### src/rtl/regfile_pkg.sv
// Shared definitions for the 2-read/1-write register file: dump FSM state
// encoding and a constant-evaluable ceiling-log2 helper for address widths.
package regfile_pkg;

    typedef enum logic [1:0] {
        IDLE = 2'd0,
        SCAN = 2'd1,
        DONE = 2'd2
    } dump_state_e;

    // Smallest n with 2**n >= value; usable in parameter/localparam context.
    function automatic int clog2(input int value);
        int result;
        result = 0;
        while ((1 << result) < value) begin
            result++;
        end
        return result;
    endfunction

endpackage

### src/rtl/regfile_dump_ctrl.sv
// Serial dump controller: walks entries 0..DEPTH-1 with a valid/ready
// stream, holding a registered snapshot of the current entry while stalled.
// The parent supplies the post-edge value of the entry at snap_addr_o, so a
// snapshot taken at a handshake already reflects a same-edge write or clear.
module regfile_dump_ctrl
    import regfile_pkg::*;
#(
    parameter  int DATA_W = 8,
    parameter  int DEPTH  = 16,
    localparam int ADDR_W = clog2(DEPTH)
) (
    input  logic              Clk,
    input  logic              Rst,
    input  logic              Dump_start,
    input  logic              Dump_ready,
    input  logic [DATA_W-1:0] snap_data_i,
    output logic [ADDR_W-1:0] snap_addr_o,
    output logic              Dump_valid,
    output logic [ADDR_W-1:0] Dump_addr,
    output logic [DATA_W-1:0] Dump_data,
    output logic              Dump_busy,
    output logic              Dump_done
);

    localparam logic [ADDR_W-1:0] LAST_ADDR = ADDR_W'(DEPTH - 1);
    localparam logic [ADDR_W-1:0] ADDR_ONE  = ADDR_W'(1);

    dump_state_e       state_q, state_d;
    logic [ADDR_W-1:0] addr_q, addr_d;
    logic [DATA_W-1:0] data_q, data_d;

    // State, address and snapshot registers; reset aborts any dump silently.
    always_ff @(posedge Clk or negedge Rst) begin
        if (!Rst) begin
            state_q <= IDLE;
            addr_q  <= '0;
            data_q  <= '0;
        end else begin
            state_q <= state_d;
            addr_q  <= addr_d;
            data_q  <= data_d;
        end
    end

    // Next-state logic; snap_addr_o names the entry that would be loaded.
    always_comb begin
        state_d     = state_q;
        addr_d      = addr_q;
        data_d      = data_q;
        snap_addr_o = '0;
        case (state_q)
            IDLE: begin
                if (Dump_start) begin
                    state_d = SCAN;
                    addr_d  = '0;
                    data_d  = snap_data_i;
                end
            end
            SCAN: begin
                // Never request an index past the last entry.
                if (addr_q != LAST_ADDR) begin
                    snap_addr_o = addr_q + ADDR_ONE;
                end
                if (Dump_ready) begin
                    if (addr_q == LAST_ADDR) begin
                        state_d = DONE;
                        addr_d  = '0;
                    end else begin
                        addr_d = addr_q + ADDR_ONE;
                        data_d = snap_data_i;
                    end
                end
            end
            DONE: begin
                state_d = IDLE;
            end
            default: begin
                state_d = IDLE;
            end
        endcase
    end

    assign Dump_valid = (state_q == SCAN);
    assign Dump_busy  = (state_q != IDLE);
    assign Dump_done  = (state_q == DONE);
    assign Dump_addr  = addr_q;
    assign Dump_data  = data_q;

endmodule

### src/rtl/reg_file_2r1w.sv
// Register file with one write port, two registered read ports (latency 1)
// and a serial dump stream. Storage is flop-based so reset and Clr can zero
// every entry at once.
// Optional macro REGFILE_BYPASS_EN: a read that hits the address written in
// the same cycle returns the new data (or 0 under Clr) instead of the old.
module reg_file_2r1w
    import regfile_pkg::*;
#(
    parameter  int DATA_W = 8,
    parameter  int DEPTH  = 16,
    localparam int ADDR_W = clog2(DEPTH)
) (
    input  logic              Clk,
    input  logic              Rst,
    input  logic              W_en,
    input  logic [ADDR_W-1:0] W_Addr,
    input  logic [DATA_W-1:0] W_Data,
    input  logic              RA_en,
    input  logic [ADDR_W-1:0] RA_Addr,
    output logic [DATA_W-1:0] RA_Data,
    output logic              RA_Valid,
    input  logic              RB_en,
    input  logic [ADDR_W-1:0] RB_Addr,
    output logic [DATA_W-1:0] RB_Data,
    output logic              RB_Valid,
    input  logic              Clr,
    input  logic              Dump_start,
    input  logic              Dump_ready,
    output logic              Dump_valid,
    output logic [ADDR_W-1:0] Dump_addr,
    output logic [DATA_W-1:0] Dump_data,
    output logic              Dump_busy,
    output logic              Dump_done
);

    // DEPTH widened by one bit so any address value compares without overflow.
    localparam logic [ADDR_W:0] DEPTH_L = (ADDR_W + 1)'(DEPTH);

    logic [DATA_W-1:0] mem_q [DEPTH];
    logic [DEPTH-1:0]  wr_sel;
    logic [ADDR_W-1:0] snap_addr;
    logic [DATA_W-1:0] snap_data;

    // One-hot write decode; out-of-range addresses select nothing.
    for (genvar gi = 0; gi < DEPTH; gi++) begin : g_wr_sel
        assign wr_sel[gi] = W_en && !Clr && (W_Addr == ADDR_W'(gi));
    end

    // Storage update: clear beats write.
    always_ff @(posedge Clk or negedge Rst) begin
        if (!Rst) begin
            for (int i = 0; i < DEPTH; i++) begin
                mem_q[i] <= '0;
            end
        end else if (Clr) begin
            for (int i = 0; i < DEPTH; i++) begin
                mem_q[i] <= '0;
            end
        end else begin
            for (int i = 0; i < DEPTH; i++) begin
                if (wr_sel[i]) begin
                    mem_q[i] <= W_Data;
                end
            end
        end
    end

    // Two identical read ports; index 0 is port A, index 1 is port B.
    for (genvar gi = 0; gi < 2; gi++) begin : g_rd
        logic              en;
        logic [ADDR_W-1:0] addr;
        logic [DATA_W-1:0] data_q, data_d;
        logic              valid_q;

        assign en   = (gi == 0) ? RA_en   : RB_en;
        assign addr = (gi == 0) ? RA_Addr : RB_Addr;

        // Read data selection; data holds when the port is idle.
        always_comb begin
            data_d = data_q;
            if (en) begin
                if ({1'b0, addr} >= DEPTH_L) begin
                    data_d = '0;
`ifdef REGFILE_BYPASS_EN
                end else if (Clr) begin
                    data_d = '0;
                end else if (W_en && (W_Addr == addr)) begin
                    data_d = W_Data;
`endif
                end else begin
                    data_d = mem_q[addr];
                end
            end
        end

        // Registered read output and its one-cycle valid flag.
        always_ff @(posedge Clk or negedge Rst) begin
            if (!Rst) begin
                data_q  <= '0;
                valid_q <= 1'b0;
            end else begin
                data_q  <= data_d;
                valid_q <= en;
            end
        end
    end

    assign RA_Data  = g_rd[0].data_q;
    assign RA_Valid = g_rd[0].valid_q;
    assign RB_Data  = g_rd[1].data_q;
    assign RB_Valid = g_rd[1].valid_q;

    // Post-edge value of the entry the dump controller wants to snapshot.
    always_comb begin
        snap_data = '0;
        if (!Clr) begin
            if (W_en && (W_Addr == snap_addr)) begin
                snap_data = W_Data;
            end else begin
                snap_data = mem_q[snap_addr];
            end
        end
    end

    regfile_dump_ctrl #(
        .DATA_W (DATA_W),
        .DEPTH  (DEPTH)
    ) u_dump_ctrl (
        .Clk         (Clk),
        .Rst         (Rst),
        .Dump_start  (Dump_start),
        .Dump_ready  (Dump_ready),
        .snap_data_i (snap_data),
        .snap_addr_o (snap_addr),
        .Dump_valid  (Dump_valid),
        .Dump_addr   (Dump_addr),
        .Dump_data   (Dump_data),
        .Dump_busy   (Dump_busy),
        .Dump_done   (Dump_done)
    );

endmodule

### config.mk
export PLATFORM = sky130hd
export DESIGN_NAME = reg_file_2r1w
export DESIGN_NICKNAME = d
export VERILOG_FILES = /design/src/rtl/regfile_pkg.sv /design/src/rtl/regfile_dump_ctrl.sv /design/src/rtl/reg_file_2r1w.sv
export SDC_FILE = /design/constraint.sdc
export NUM_CORES = 1
export LEC_CHECK = 0
export ABC_CLOCK_PERIOD_IN_PS = 2800
export BUFFER_PORTS_ARGS = -buffer_cell sky130_fd_sc_hd__buf_2
export CORE_MARGIN = 2
export CORE_UTILIZATION = 58
export CTS_CLUSTER_DIAMETER = 150
export DETAILED_ROUTE_END_ITERATION = 12
export PLACE_DENSITY = 0.78
export SLEW_MARGIN = 20
export SYNTH_ARGS = -nofsm -noshare
export SYNTH_HDL_FRONTEND = slang
export SYNTH_HIERARCHICAL = 1
export SYNTH_SLANG_ARGS = --single-unit
### constraint.sdc
create_clock -name Clk -period 2.8 [get_ports Clk]
set_input_delay 0.42 -clock Clk [delete_from_list [all_inputs] [get_ports Clk]]
set_output_delay 0.42 -clock Clk [all_outputs]
set_load 0.02 [all_outputs]
==> impl_metrics.py, run 1 <==
metrics = {
    "outcome": {
        "status": "finished with violations",
        "violations": "setup timing",
    },
    "timing": {
        "tightest_slew_ns": 1.38,
        "fin_crit_sh_pct": 103,
        "fmax_ghz": 0.347,
        "maxSlewViolCount": 0,
        "fin_worst_skew_ns": 0.0122,
        "fin_ws_ns": -0.0822,
        "slew_headroom_pct": 7.64,
        "finalSetupViolCount": 5,
        "hold_violations": 0,
        "period_needed_ns": 2.88,
    },
    "layout": {
        "area_growth_syn_to_layout_pct": 13.0,
        "diodes": 0,
        "seq_area_mm2": 0.00400,
        "fill_cells": 1194,
        "num-nets-final": 923,
        "layout.cells.non_filler": 1126,
        "finalInstanceArea_mm2": 0.0110,
        "utilization_pct": 66.6,
        "mostFrequentLayoutCells": "160 x dfrtp_1, 103 x nand2_1, 96 x mux4_2",
        "layout_commonest_cell": "dfrtp_1",
        "drive_gt1_share_pct": 28.1,
        "multi_input_area_mm2": 0.00533,
    },
    "detailed_routing": {
        "drt_iter0_drc": 1242,
        "routed_wl_um": 30300,
        "drc_errors": 0,
        "num_vias": 8078,
        "via_per_inst": 7.17,
        "dr.pass1.iters": 5,
        "ant_nets": 0,
        "post_drt_wl_per_cell_um": 26.9,
    },
    "critical_path": {
        "path_class": "reg -> reg",
        "r2r_cells": 7,
        "worstPathCellList": "ha_2, and2_1, nor2b_1, a22oi_2, nand2_1, a22o_1, mux2_2",
        "start_kind": "flop",
        "worst_path_dominant_cell_family": "simple AND/OR/NAND/NOR gates",
        "crit_arrival_ns": 3.26,
        "critPathBufInv": 0,
        "critical_path_required_ns": 3.18,
        "crit_fanout": 8,
        "endpoint_kind": "flop",
        "critPathSlowestCell": "nor2b_1",
        "slowest_delay_ns": 1.12,
        "crit_cells": 7,
    },
    "floorplanning": {
        "die_h_um": 133,
        "initial_core_util_pct": 58.9,
        "dieArea_mm2": 0.0178,
        "die-width_um": 133,
        "fp.coreArea_mm2": 0.0165,
        "ios": 61,
        "rows": 47,
    },
    "placed_design": {
        "place_ws_ns": 0.0499,
        "dp_hpwl_um": 20500,
        "place_inst": 1091,
        "portBuffers": 60,
        "post_dp_cell_area_mm2": 0.0103,
        "routabilityCongestion": 0.987,
    },
    "cts": {
        "clkLatencyLatePin_ns": 0.44,
        "tritoncts": "yes",
        "cts_made_buffers": 17,
        "root_buffer": "clkbuf_16",
        "clkTransAtPathRegs_ns": 0.06,
        "cts_max_level": 4,
        "clkSinkCount": 160,
        "clockBufferDepth": 2,
    },
    "pwr": {
        "power_leakage_nw": 4.57,
        "powerDensity_mw_per_mm2": 558,
        "total_power_mw": 6.12,
        "vdd_drop_max_mv": 0.479,
    },
    "synthesis": {
        "synth_xor_area_share_pct": 0.361,
        "yosys_most_used_dff": "dfrtp_1",
        "synth_top_family_by_area": "multiplexers",
        "seq_area_frac_synth_pct": 41.3,
        "async_reset_ff_share_pct": 100,
        "muxShareOfSynthArea_pct": 31.6,
        "synth_edf_count": 0,
        "synth-simple-area-share_pct": 13.4,
        "yosysWarningCount": 6,
        "synth-adder-area-share_pct": 0.129,
        "synth_compound_area_share_pct": 8.82,
        "post_synth_num_cell_types": 41,
        "ys_seq_elements": 160,
        "syn_area_per_cell_um2": 11.3,
        "netlist_instances": 862,
        "syn_nets": 891,
        "synth_area_mm2": 0.00971,
    },
    "global_route": {
        "grt_pass1_wl_um": 46900,
        "grt_pass1_vias": 7951,
        "grtUsageTotal_pct": 35.3,
        "grt_max_degree": 70,
        "antenna_found_initial": 0,
        "grt-ovfl-total": 0,
    },
    "min_path": {
        "hold_path.class": "in -> reg",
        "worstHoldPathCells": 1,
    },
    "run": {
        "drv_cap": 0,
    },
}
-- flip-flops by register name, summed over array words and instances, names as in the netlist --
| name | flops |
|---|---|
| u_dump_ctrl/Dump_data | 8 |
| mem_q | 128 |
| RB_Data | 8 |
| RA_Data | 8 |
| u_dump_ctrl/state_q | 2 |
| u_dump_ctrl/Dump_addr | 4 |
| RA_Valid | 1 |
| RB_Valid | 1 |
-- worst register-to-register path: stages, from the launching register on --
cell,delay (ns)
dfrtp_1,0.39
ha_2,0.33
and2_1,0.30
nor2b_1,1.12
a22oi_2,0.20
nand2_1,0.17
a22o_1,0.16
mux2_2,0.15
-- path summary, 6_finish.rpt --
check | start | slack [ns] | end
worst max-delay path | u_dump_ctrl/Dump_addr[1] | -0.08 | u_dump_ctrl/Dump_data[7]
worst min-delay path | RB_en | 0.19 | RB_Valid
worst max register to register | u_dump_ctrl/Dump_addr[1] | -0.08 | u_dump_ctrl/Dump_data[7]
worst min register to register | RA_Data[4] | 0.49 | RA_Data[4]
max in group asynchronous | Rst | 1.55 | mem_q[17]
min in group asynchronous | Rst | 0.54 | mem_q[46]
-- cells by family (layout without fill, tap and decap cells) --
family | Yosys count | after routing
AND/OR/NAND/NOR | 276 | 276
multiplexers | 185 | 185
flip-flops | 160 | 160
AO/OA/AOI/OAI | 141 | 141
buffers and inverters | 95 | 139
XOR/XNOR | 4 | 4
adder cells (fa/ha/maj) | 1 | 1
-- final cells by class --
class                   instances  share of cell area, %
clock buffers                  21                   4.20
clock inverters                10                   1.03
inverters                       2                 0.0684
multi-input cells             607                   48.6
flip-flops and latches        160                   36.5
well taps                     220                   2.51
repair buffers                106                   7.13
-- per-stage QoR --
stage          hold slack, ns  TNS, ns
3_3_place_gp            0.440        0
6_report                0.186   -0.214
2_1_floorplan           0.124        0
5_1_grt                 0.181  -0.0442
4_1_cts                 0.175        0
3_5_place_dp            0.438        0
-- report_power, final --
part	switching (mW)	total, mW	internal (mW)	leakage, nW
Sequential	0.0587	2.42	2.36	2.22
Combinational	0.881	1.42	0.540	2.07
Clock	0.931	2.28	1.35	0.279
Total	1.87	6.12	4.25	4.57
-- routing by layer --
metal	GRT usage, %	vias to the layer above	part of all wire (%)
li1	-	3279	-
met1	46.0	4005	35
met2	52.1	656	45
met3	13.9	138	14
met4	17.1	0	5.2
met5	0	-	0
-- Yosys cell counts (11+ instances only) --
cell	instances	share of area, %
dfrtp_1	160	41
nand2_1	103	4.0
mux4_2	96	22
a21oi_1	83	4.3
mux2i_1	80	8.3
nand3_1	74	3.8
nor2_1	52	2.0
clkbuf_1	50	1.9
buf_2	26	1.3
nand2b_1	22	1.4
o221ai_1	17	1.5
a22oi_1	16	1.2
o21ai_0	11	0.57
-- repair_timing --
| action | CTS | global route |
|---|---|---|
| cloned | 0 | 1 |
| pin swaps | 0 | 1 |
| buffers inserted | 0 | 2 |
| endpoints found under the setup margin | 1 | 8 |
| endpoints found under the hold margin | 56 | 0 |
| resized for setup | 1 | 5 |
| hold buffers | 1 | 0 |
Power figures use the tool's default switching activity.
==> run 2, diff against run 1 <==
--- a/config.mk
+++ b/config.mk
@@ -15,5 +15,4 @@
 export SLEW_MARGIN = 20
 export SYNTH_ARGS = -nofsm -noshare
 export SYNTH_HDL_FRONTEND = slang
-export SYNTH_HIERARCHICAL = 1
 export SYNTH_SLANG_ARGS = --single-unit
==> run 2 against run 1 <==
Effect of this change:
- the run now ends clean
- synthesized cell count fell by 17%
- synthesized area decreased by 0.66%
- critical endpoint is now u_dump_ctrl.Dump_data[4]
- critical path depth increased by 1
- worst setup slack improved by 0.31 ns
- via count fell by 14%
- clock power grew 7%
- clock-buffer cell count is 2 lower
- wire length shrank 11%
==> impl_metrics.py, run 2 <==
metrics = {
    "layout": {
        "drive_gt1_share_pct": 31.5,
        "diodes": 0,
        "fill_cells": 1102,
        "layout.cells.non_filler": 1002,
        "regMostFlops": "mem_q",
        "seq_area_mm2": 0.00400,
        "utilization_pct": 66.5,
        "multi_input_area_mm2": 0.00534,
        "mostFrequentLayoutCells": "160 x dfrtp_1, 146 x mux2i_1, 124 x nor2_1",
        "area_growth_syn_to_layout_pct": 13.2,
        "finalInstanceArea_mm2": 0.0109,
        "layout_commonest_cell": "dfrtp_1",
        "num-nets-final": 798,
        "largest_reg_flops": 128,
    },
    "global_route": {
        "grtUsageTotal_pct": 32.2,
        "grt_max_degree": 72,
        "antenna_found_initial": 1,
        "grt_pass1_wl_um": 42000,
        "grt-ovfl-total": 0,
        "grt_pass1_vias": 7178,
    },
    "synthesis": {
        "async_reset_ff_share_pct": 100,
        "netlist_instances": 719,
        "synth.most_common_cell": "dfrtp_1",
        "post_synth_num_cell_types": 41,
        "synth_edf_count": 0,
        "syn_nets": 748,
        "netlist.area_leader.share_pct": 41.5,
        "yosysWarningCount": 0,
        "yosysTopAreaCell": "dfrtp_1",
        "yosys_most_used_dff": "dfrtp_1",
        "synth_commonest_cells": "160 x dfrtp_1, 146 x mux2i_1, 124 x nor2_1, 88 x mux4_2, 46 x clkbuf_1",
        "ys_seq_elements": 160,
        "netlist_top_cells_area": "dfrtp_1 42%, mux4_2 21%, mux2i_1 15%",
        "synth_area_mm2": 0.00964,
        "seq_area_frac_synth_pct": 41.5,
        "syn_area_per_cell_um2": 13.4,
    },
    "timing": {
        "period_needed_ns": 2.57,
        "slew_headroom_pct": 43.0,
        "fin_crit_sh_pct": 91.9,
        "grt_setup_unrepaired": "no",
        "fin_ws_ns": 0.225,
        "fin_worst_skew_ns": 0.00964,
        "hold_ws_ns": 0.190,
        "tightest_slew_ns": 0.853,
        "fin_setup_tns_ns": 0,
        "finalSetupViolCount": 0,
        "fmax_ghz": 0.388,
        "maxSlewViolCount": 0,
        "hold_violations": 0,
    },
    "floorplanning": {
        "rows": 47,
        "fp.coreArea_mm2": 0.0164,
        "initial_core_util_pct": 58.8,
        "die_h_um": 133,
        "ios": 61,
        "die-width_um": 133,
        "dieArea_mm2": 0.0177,
    },
    "critical_path": {
        "critPathBufInv": 1,
        "endpoint_kind": "flop",
        "path_class": "reg -> reg",
        "worst_path_dominant_cell_family": "multiplexers",
        "cpMostUsedCell": "mux2i_1",
        "start_kind": "flop",
        "slowest_delay_ns": 0.43,
        "critPathSlowestCell": "dfrtp_1",
        "critical_path_required_ns": 3.13,
        "worstPathCellList": "ha_1, and3_1, nor3_4, buf_4, mux4_1, mux2i_1, mux2i_1, a221o_1",
        "crit_arrival_ns": 2.90,
        "crit_fanout": 17,
    },
    "detailed_routing": {
        "dr.pass1.iters": 5,
        "post_drt_wl_per_cell_um": 27.1,
        "via_per_inst": 6.96,
        "drt_iter0_drc": 844,
        "routed_wl_um": 27100,
        "drc_errors": 0,
        "ant_nets": 0,
        "num_vias": 6977,
    },
    "min_path": {
        "hold_path.class": "in -> reg",
    },
    "outcome": {
        "status": "finished clean",
    },
    "pwr": {
        "total_power_mw": 6.27,
        "powerDensity_mw_per_mm2": 574,
        "vdd_drop_max_mv": 0.400,
        "power_leakage_nw": 5.28,
    },
    "cts": {
        "tritoncts": "yes",
        "clkTransAtPathRegs_ns": 0.07,
        "cts_resized": 0,
        "cts_max_level": 4,
        "cts_made_buffers": 17,
        "root_buffer": "clkbuf_16",
        "clkSinkCount": 160,
        "clockBufferDepth": 2,
        "clkLatencyLatePin_ns": 0.44,
    },
    "placed_design": {
        "post_dp_cell_area_mm2": 0.0103,
        "place_ws_ns": 0.275,
        "place_inst": 969,
        "routabilityCongestion": 0.870,
        "dp_hpwl_um": 17800,
        "portBuffers": 60,
    },
    "run": {
        "drv_cap": 0,
    },
}
## run 2: changes by cell type in the layout (fill, tap and decap cells not counted), sizes merged, moves of 8 or more
cell,change
mux4,+16
nand2,-82
nand2b,-19
mux2,+10
o221ai,-17
nor2b,+8
nor2,+72
a22o,-9
a22oi,-16
a21oi,-72
mux2i,+65
o21ai,-9
a221o,+8
nand3,-65
## run 2: layout make-up
cell class,count,share of cell area (%)
inverter,2,0.0917
clock inverter,13,1.48
multi-input combinational,490,48.9
timing repair buffer,98,6.16
clock buffer,19,4.15
tap,220,2.52
sequential,160,36.7
## run 2: layer usage
metal  track usage, %  part of all wire, %  up-vias
li1                 -                    -     2822
met1             43.6                   39     3600
met2             48.2                   46      460
met3             10.4                   11       93
met4             14.5                  4.3        2
met5                0                0.041        -
## run 2: report_power, final
group / internal, mW / switching [mW]
Sequential: 2.36 / 0.0537
Clock: 1.45 / 0.982
Combinational: 0.589 / 0.833
## run 2: kinds of logic (layout without fill, tap and decap cells)
kind of cell               after synthesis  in the layout  share of synthesized area (%)
AOI/OAI and AO/OA                       24             24                           1.79
xor gates and xnor gates                 5              5                          0.454
adders and majority gates                1              1                          0.130
buffers and inverters                   69            132                           3.17
DFF                                    160            160                           41.5
muxes                                  276            276                           44.4
and+or+nand+nor                        184            184                           8.58
## run 2: what timing repair did
item                                   in CTS  in global routing
setup endpoints to repair                   0                  0
hold buffers                                1                  0
buffers inserted                            0                  0
endpoints found under the hold margin      57                  0
## run 2: worst paths after layout
check	cells past startpoint	startpoint	to	slack (ns)
worst max-delay path	8	u_dump_ctrl.Dump_addr[1]	u_dump_ctrl.Dump_data[4]	0.23
worst min-delay path	2	Dump_ready	u_dump_ctrl.state_q[0]	0.19
worst max register to register	8	u_dump_ctrl.Dump_addr[1]	u_dump_ctrl.Dump_data[4]	0.23
worst min register to register	1	RB_Data[5]	RB_Data[5]	0.51
max in group asynchronous	3	Rst	RA_Data[5]	1.48
min in group asynchronous	2	Rst	mem_q[65]	0.54
==> run 3, diff against run 2 <==
--- a/config.mk
+++ b/config.mk
@@ -11,7 +11,8 @@
 export CORE_UTILIZATION = 58
 export CTS_CLUSTER_DIAMETER = 150
 export DETAILED_ROUTE_END_ITERATION = 12
-export PLACE_DENSITY = 0.78
+export GPL_ROUTABILITY_DRIVEN = 0
+export PLACE_DENSITY = 0.8
 export SLEW_MARGIN = 20
 export SYNTH_ARGS = -nofsm -noshare
 export SYNTH_HDL_FRONTEND = slang
==> run 3 against run 2 <==
Effect of this change:
- critical path depth shrank 1
- clock-buffer cell count up 2
- first-iteration DRC count is 3.9% lower
- wire length decreased by 0.99%
- register-to-register slack got worse by 0.15 ns
- sequential share of layout area about the same
- worst hold slack better by 0.011 ns
- power decreased by 0.36%
- critical path type unchanged
- highest routed layer is now met4
- clock power is 2% higher
- sequential cell count unchanged
- die area is the same
- core utilization down 0.061 points
==> impl_metrics.py, run 3 (same netlist as run 2, synthesis figures left out) <==
metrics = {
    "layout": {
        "fill_cells": 1080,
        "mostFrequentLayoutCells": "160 x dfrtp_1, 146 x mux2i_1, 124 x nor2_1",
        "drive_gt1_share_pct": 30.9,
        "utilization_pct": 66.4,
        "layout_commonest_cell": "dfrtp_1",
        "area_growth_syn_to_layout_pct": 13.1,
        "num-nets-final": 794,
        "largest_reg_flops": 128,
        "regMostFlops": "mem_q",
        "layout.cells.non_filler": 999,
    },
    "detailed_routing": {
        "post_drt_wl_per_cell_um": 26.9,
        "ant_nets": 0,
        "routed_wl_um": 26800,
        "via_per_inst": 7.01,
        "drc_errors": 0,
        "drt_iter0_drc": 811,
        "dr.pass1.iters": 5,
        "num_vias": 7003,
    },
    "run": {
        "drv_cap": 0,
    },
    "placed_design": {
        "place_inst": 965,
        "dp_hpwl_um": 17400,
        "portBuffers": 60,
    },
    "cts": {
        "cts_made_buffers": 17,
        "root_buffer": "clkbuf_16",
        "clockBufferDepth": 2,
        "post_cts_buffers": 0,
        "clkSinkCount": 160,
        "cts_hold_buf": 1,
        "cts_resized": 0,
        "clkLatencyLatePin_ns": 0.43,
        "cts_max_level": 4,
        "tritoncts": "yes",
        "clkTransAtPathRegs_ns": 0.06,
    },
    "timing": {
        "fin_worst_skew_ns": 0.00537,
        "hold_violations": 0,
        "slew_headroom_pct": 29.2,
        "fmax_ghz": 0.368,
        "fin_crit_sh_pct": 97.2,
        "tightest_slew_ns": 1.06,
        "maxSlewViolCount": 0,
        "fin_setup_tns_ns": 0,
        "finalSetupViolCount": 0,
        "hold_ws_ns": 0.202,
        "period_needed_ns": 2.72,
        "grt_setup_unrepaired": "no",
    },
    "floorplanning": {
        "ios": 61,
        "dieArea_mm2": 0.0177,
        "fp.coreArea_mm2": 0.0164,
        "initial_core_util_pct": 58.8,
        "rows": 47,
        "die_h_um": 133,
        "die-width_um": 133,
    },
    "outcome": {
        "status": "finished clean",
    },
    "pwr": {
        "power_leakage_nw": 5.28,
        "total_power_mw": 6.24,
        "powerDensity_mw_per_mm2": 573,
        "vdd_drop_max_mv": 0.422,
    },
    "global_route": {
        "grt_use_met2_pct": 47.9,
        "grt-ovfl-total": 0,
        "grt_pass1_wl_um": 41800,
        "use_met3_pct": 10.4,
        "use_met1_pct": 41.5,
        "grt_max_degree": 85,
        "grt_pass1_vias": 7187,
        "antenna_found_initial": 2,
        "grtUsageTotal_pct": 32.0,
        "busiest_layer": "met2",
    },
    "critical_path": {
        "crit_fanout": 8,
        "endpoint_kind": "flop",
        "crit_arrival_ns": 3.08,
        "start_kind": "flop",
        "critical_path_required_ns": 3.16,
        "path_class": "reg -> reg",
    },
    "min_path": {
        "hold_path.class": "in -> reg",
    },
}
## run 3: worst paths after layout
check / start / to / slack, ns / cells past startpoint
max reg2reg: u_dump_ctrl.Dump_addr[0] / u_dump_ctrl.Dump_data[0] / 0.08 / 7
max: u_dump_ctrl.Dump_addr[0] / u_dump_ctrl.Dump_data[0] / 0.08 / 7
min: Dump_ready / u_dump_ctrl.state_q[0] / 0.20 / 2
min in group asynchronous: Rst / mem_q[74] / 0.53 / 2
min reg2reg: RB_Data[4] / RB_Data[4] / 0.50 / 1
max in group asynchronous: Rst / mem_q[20] / 1.55 / 3
## run 3: cell type report
cell class	count	area (um^2)	area share (%)
Multi-Input combinational cell	490	5340	48.9
Tap cell	220	275	2.52
Inverter	2	10.0	0.0918
Clock inverter	10	159	1.46
Timing Repair Buffer	94	642	5.89
Antenna cell	2	5.00	0.0459
Clock buffer	21	470	4.32
Sequential cell	160	4000	36.7
## run 3: power breakdown
part	internal, mW	leakage, nW	switching, mW
combinational	0.565	2.76	0.786
sequential	2.36	2.22	0.0652
clock	1.55	0.305	0.912
total	4.48	5.28	1.76
## run 3: per-stage QoR
stage | worst slack (ns) | area (um^2)
floorplan | 0.431 | 9640
global placement | 0.331 | 10300
detailed placement | 0.235 | 10300
CTS | 0.171 | 10900
global route | 0.0180 | 10900
finish | 0.0792 | 10900
## run 3: per-layer routing
metal | vias up | share of wire [%]
li1 | 2812 | -
met1 | 3550 | 37
met2 | 524 | 46
met3 | 117 | 11
met4 | 0 | 5.9
met5 | - | 0
## run 3: worst max-delay path, stage by stage (launching register included)
cell and delay [ns]:
dfrtp_1 0.47, ha_1 0.28, and3_1 0.25, nor3_4 0.22, xnor2_1 0.10, and4_1 0.21, a21oi_1 0.84, a221o_1 0.28
